[config.mk]
export PLATFORM = sky130hd
export DESIGN_NAME = sprite_line_scheduler
export DESIGN_NICKNAME = d
export VERILOG_FILES = /design/src/rtl/sprite_line_scheduler.sv
export SDC_FILE = /design/constraint.sdc
export NUM_CORES = 1
export LEC_CHECK = 0
export ABC_AREA = 1
export CORE_MARGIN = 1
export CORE_UTILIZATION = 47
export CTS_CLUSTER_SIZE = 25
export DETAILED_ROUTE_END_ITERATION = 16
export MAX_ROUTING_LAYER = met4
export PLACE_DENSITY = 0.86
export SYNTH_ARGS = -nofsm -noshare
export SYNTH_HDL_FRONTEND = slang
export SYNTH_SLANG_ARGS = --single-unit
[constraint.sdc]
create_clock -name i_Clk -period 4.3 [get_ports i_Clk]
set_input_delay 0.86 -clock i_Clk [delete_from_list [all_inputs] [get_ports i_Clk]]
set_output_delay 0.86 -clock i_Clk [all_outputs]
set_load 0.03 [all_outputs]
[src/rtl/sprite_line_scheduler.sv]
// Per-scanline sprite evaluator: scans the attribute table and loads up to MAX_PER_LINE hits into renderer slots.
// Optional overflow statistics are enabled by defining SPRITE_SCHED_OVERFLOW_STATS_EN.
module sprite_line_scheduler #(
   parameter int NUM_SPRITES  = 8,
   parameter int MAX_PER_LINE = 4,
   parameter int SPRITE_H     = 16,
   parameter int COORD_W      = 10,
   localparam int AW = $clog2(NUM_SPRITES),
   localparam int IW = (MAX_PER_LINE > 1) ? $clog2(MAX_PER_LINE) : 1,
   localparam int CW = $clog2(MAX_PER_LINE) + 1,
   localparam int RW = (SPRITE_H > 1) ? $clog2(SPRITE_H) : 1
) (
   input  logic               i_Clk,
   input  logic               i_Rst_L,
   input  logic               i_Line_Start,
   input  logic [COORD_W-1:0] i_Line,
   output logic               o_Attr_Rd,
   output logic [AW-1:0]      o_Attr_Addr,
   input  logic               i_Attr_En,
   input  logic [COORD_W-1:0] i_Attr_Y,
   input  logic [COORD_W-1:0] i_Attr_X,
   output logic               o_Slot_Wr,
   output logic [IW-1:0]      o_Slot_Idx,
   output logic [AW-1:0]      o_Slot_Sprite,
   output logic [RW-1:0]      o_Slot_Row,
   output logic [COORD_W-1:0] o_Slot_X,
   output logic               o_Busy,
   output logic               o_Done,
   output logic [CW-1:0]      o_Count,
`ifdef SPRITE_SCHED_OVERFLOW_STATS_EN
   output logic [9:0]         o_Ovf_Lines,
   output logic [9:0]         o_Ovf_Last,
   input  logic               i_Frame_Start,
`endif
   output logic               o_Overflow
);

   typedef enum logic [1:0] {IDLE, READ, EVAL, DONE} state_t;

   state_t             state_q, state_d;
   logic [COORD_W-1:0] line_q;
   logic [AW-1:0]      index_q, index_d;
   logic [CW-1:0]      count_q, count_d;
   logic               ovf_q, ovf_d;
   logic [COORD_W-1:0] diff;
   logic               hit;

   // Unsigned modular difference makes sprites near the bottom wrap onto the top lines.
   assign diff = line_q - i_Attr_Y;
   assign hit  = i_Attr_En && (diff < COORD_W'(SPRITE_H));

   always_ff @(posedge i_Clk or negedge i_Rst_L) begin
      if (!i_Rst_L) begin
         state_q <= IDLE;
         line_q  <= '0;
         index_q <= '0;
         count_q <= '0;
         ovf_q   <= 1'b0;
      end else begin
         state_q <= state_d;
         index_q <= index_d;
         count_q <= count_d;
         ovf_q   <= ovf_d;
         if (i_Line_Start) line_q <= i_Line;
      end
   end

   always_comb begin
      state_d       = state_q;
      index_d       = index_q;
      count_d       = count_q;
      ovf_d         = ovf_q;
      o_Slot_Wr     = 1'b0;
      o_Slot_Idx    = '0;
      o_Slot_Sprite = '0;
      o_Slot_Row    = '0;
      o_Slot_X      = '0;
      case (state_q)
         IDLE: state_d = IDLE;
         READ: state_d = EVAL;
         EVAL: begin
            if (hit && count_q == CW'(MAX_PER_LINE)) begin
               ovf_d   = 1'b1;
               state_d = DONE;
            end else begin
               if (hit) begin
                  o_Slot_Wr     = 1'b1;
                  o_Slot_Idx    = count_q[IW-1:0];
                  o_Slot_Sprite = index_q;
                  o_Slot_Row    = diff[RW-1:0];
                  o_Slot_X      = i_Attr_X;
                  count_d       = count_q + 1'b1;
               end
               if (index_q == AW'(NUM_SPRITES - 1)) begin
                  state_d = DONE;
               end else begin
                  index_d = index_q + 1'b1;
                  state_d = READ;
               end
            end
         end
         DONE:    state_d = IDLE;
         default: state_d = IDLE;
      endcase
      // A new line start in any state restarts the scan; an EVAL in progress is dropped.
      if (i_Line_Start) begin
         state_d   = READ;
         index_d   = '0;
         count_d   = '0;
         ovf_d     = 1'b0;
         o_Slot_Wr = 1'b0;
      end
   end

   assign o_Attr_Rd   = (state_q == READ);
   assign o_Attr_Addr = index_q;
   assign o_Busy      = (state_q != IDLE);
   assign o_Done      = (state_q == DONE);
   assign o_Count     = count_q;
   assign o_Overflow  = ovf_q;

`ifdef SPRITE_SCHED_OVERFLOW_STATS_EN
   logic [9:0] ovf_lines_q, ovf_last_q;

   always_ff @(posedge i_Clk or negedge i_Rst_L) begin
      if (!i_Rst_L) begin
         ovf_lines_q <= '0;
         ovf_last_q  <= '0;
      end else if (i_Frame_Start) begin
         ovf_last_q  <= ovf_lines_q;
         ovf_lines_q <= '0;
      end else if (state_q == DONE && ovf_q && ovf_lines_q != 10'd1023) begin
         ovf_lines_q <= ovf_lines_q + 10'd1;
      end
   end

   assign o_Ovf_Lines = ovf_lines_q;
   assign o_Ovf_Last  = ovf_last_q;
`endif

endmodule

==> results.toml <==
[outcome]
status = "completed"

[timing]
worst_slew_pin_slew_ps = 795
rsz0062_at_grt = "no"
drv_slew = 0
period_minus_slack_ps = 4110
hold_viol_final = 0
relSlewSlack_pct = 46.8
fmax_mhz = 243
fin_skew_ps = 15.9
finalCritPeriodShare_pct = 95.5
finalWorstSetupSlack_ps = 193
finalSetupTns_ps = 0
finalSetupViolations = 0

[worst_setup_path]
path_max_fanout = 12
worstSetupPathType = "in -> out"
cp.arrival_ps = 3250
critPathCaptureType = "output port"
cp_data_required_time_ps = 3440
cp-start-kind = "input port"

[synth]
ys_top_cells_by_area = "dfrtp_1, nand2_1, ha_1, inv_1, nor2_1"
syn_nets = 298
synth-seq-cells = 19
synth_seq_area_share_pct = 29.5
synth_area_leader_cell = "dfrtp_1"
synth_edf_count = 0
netlist_instances = 246
avgSynthCellArea_um2 = 6.55
synth_cell_types = 21
synth.yosys.warnings = 0
synthArstFlopShare_pct = 100
synthFlopType = "dfrtp_1"
syn_area_um2 = 1610
synth_top_area_share_pct = 29.5

[clock_network]
numCtsBuffers = 3
clk_pin_slew_ps = 90
cts_sinks = 19
cts_resized = 0
clock_latency_ps = 300
htree_levels = 1
cts_setup_buffers = 0
max-clock-path-buffers = 2
cts_tree = "done"
root_buffer = "clkbuf_4"
cts_hold_buf = 0

[place]
gp_congestion = 0.972
place_hpwl_um = 3120
post-place-ws_ps = 217
placedCellCount = 348
port_buffers = 63

[route]
wl_um = 3960
drc_errors = 0
first_pass_iters = 4
wl_per_cell_um = 11.2
ant_nets = 0
drt-initial-drc-count = 101
via_count = 1667
viasPerCell = 4.72

[grt]
grt_pass1_wl_um = 6000
antenna_found_initial = 0
overflow = 0
grt_max_degree = 25
grt_usage_pct = 22.9
grt_pass1_vias = 1466

[power]
switching_share_pct = 36.2
comb_power_share_pct = 42.0
p_switching_uw = 181
p_leak_uw = 0.00128
power_density_nw_per_um2 = 221
seq_power_share_pct = 40.7
internal-power_uw = 318
clockPowerShare_pct = 17.3
ir_worst_vdd_mv = 0.185

[floorplan]
die_w_um = 60.5
core_area_um2 = 3150
dieArea_um2 = 3660
ioPinCount = 64
die_h_um = 60.5
rows = 20
start_util_pct = 51.1

[final_layout]
diodes = 0
n_fill_cell = 278
final_cells = 353
layout-drive-gt1-share_pct = 10.0
syn_to_final_growth_pct = 40.2
fin_nets = 362
mostFrequentLayoutCells = "nand2_1, inv_1, clkdlybuf4s50_1"
mostFrequentLayoutCell = "nand2_1"

[flow_run]
max_cap_violations = 0

[worst_hold_path]
hold_path.class = "reg -> reg"
[per-layer routing]
| metal | vias up | global-route usage (%) | wire [µm] | part of all wire, % |
|---|---|---|---|---|
| met2 | 49 | 39.9 | 2040 | 52 |
| met1 | 744 | 27.5 | 1700 | 43 |
| met3 | 4 | 2.77 | 174 | 4.4 |
| met5 | - | - | 0 | 0 |
| li1 | 870 | - | - | - |
| met4 | 0 | 7.14 | 41 | 1.0 |
[synth_stat cells, types with 2 or more instances]
master    count
inv_1        49
nand3_1      17
xnor2_1       2
nor2_4        2
nand4_1       6
nor2_1       32
nand2_1      80
dfrtp_1      19
xor2_1        2
buf_2         2
clkbuf_1      3
a21oi_1       6
o21ai_0       2
ha_1         17
[flip-flops by register name (all words and copies together), names as in the netlist]
| name | count |
|---|---|
| line_q | 10 |
| o_Overflow | 1 |
| o_Count | 3 |
| o_Attr_Addr | 3 |
| state_q | 2 |
[final timing paths]
check,start,depth (start not counted),slack (ps),endpoint
max,i_Attr_Y[0],13,190,o_Slot_X[6]
min,line_q[8]$_DFFE_PN0P_,2,500,line_q[8]$_DFFE_PN0P_
max reg2reg,line_q[0]$_DFFE_PN0P_,14,1940,o_Count[2]$_DFFE_PN0P_
min reg2reg,line_q[8]$_DFFE_PN0P_,2,500,line_q[8]$_DFFE_PN0P_
max in group asynchronous,i_Rst_L,1,2780,o_Attr_Addr[1]$_DFFE_PN0P_
min in group asynchronous,i_Rst_L,1,1010,o_Attr_Addr[2]$_DFFE_PN0P_
[worst max-delay path, cell delays in order]
cell,delay [ps]
clkdlybuf4s50_1,420
ha_1,230
fa_1,400
inv_1,90
nand3_1,60
nand2_1,110
nand2_1,80
nand3_1,90
nand2_1,90
nor2_4,200
nand3_2,270
nor2_1,170
buf_4,180
[metrics by stage]
| step | hold slack, ps | utilization (%) | instance area, µm² | total power, µW |
|---|---|---|---|---|
| after floorplan | 446 | - | 1610 | 339 |
| after global placement | 464 | 70.4 | 2220 | 407 |
| after detailed placement | 474 | 70.4 | 2220 | 413 |
| after CTS | 498 | 71.3 | 2250 | 500 |
| after global routing | 527 | 71.6 | 2260 | 536 |
| final | 496 | 71.6 | 2260 | 499 |
[logic make-up after synthesis]
group	share of synthesized area, %
adders and majority gates	14.5
AOI/OAI and AO/OA	2.95
and+or+nand+nor	37.2
DFF	29.5
xor gates and xnor gates	2.18
buffers and inverters	13.7
[layout make-up]
class                      instances  area [µm²]  share of cell area [%]
clock buffer                       4        26.3                    1.16
inverter                          50         188                    8.31
multi-input combinational        172         925                    41.0
sequential                        19         475                    21.1
tap                               44        55.1                    2.44
timing repair buffer              64         588                    26.1
[power groups by stage]
stage               combinational (µW)  clock (µW)  sequential, µW
global route                       235        95.4             205
global placement                   201           0             206
detailed placement                 206           0             206
finish                             210        86.5             203
floorplan                          131           0             208
CTS                                208        89.1             203
Power figures use the tool's default switching activity.
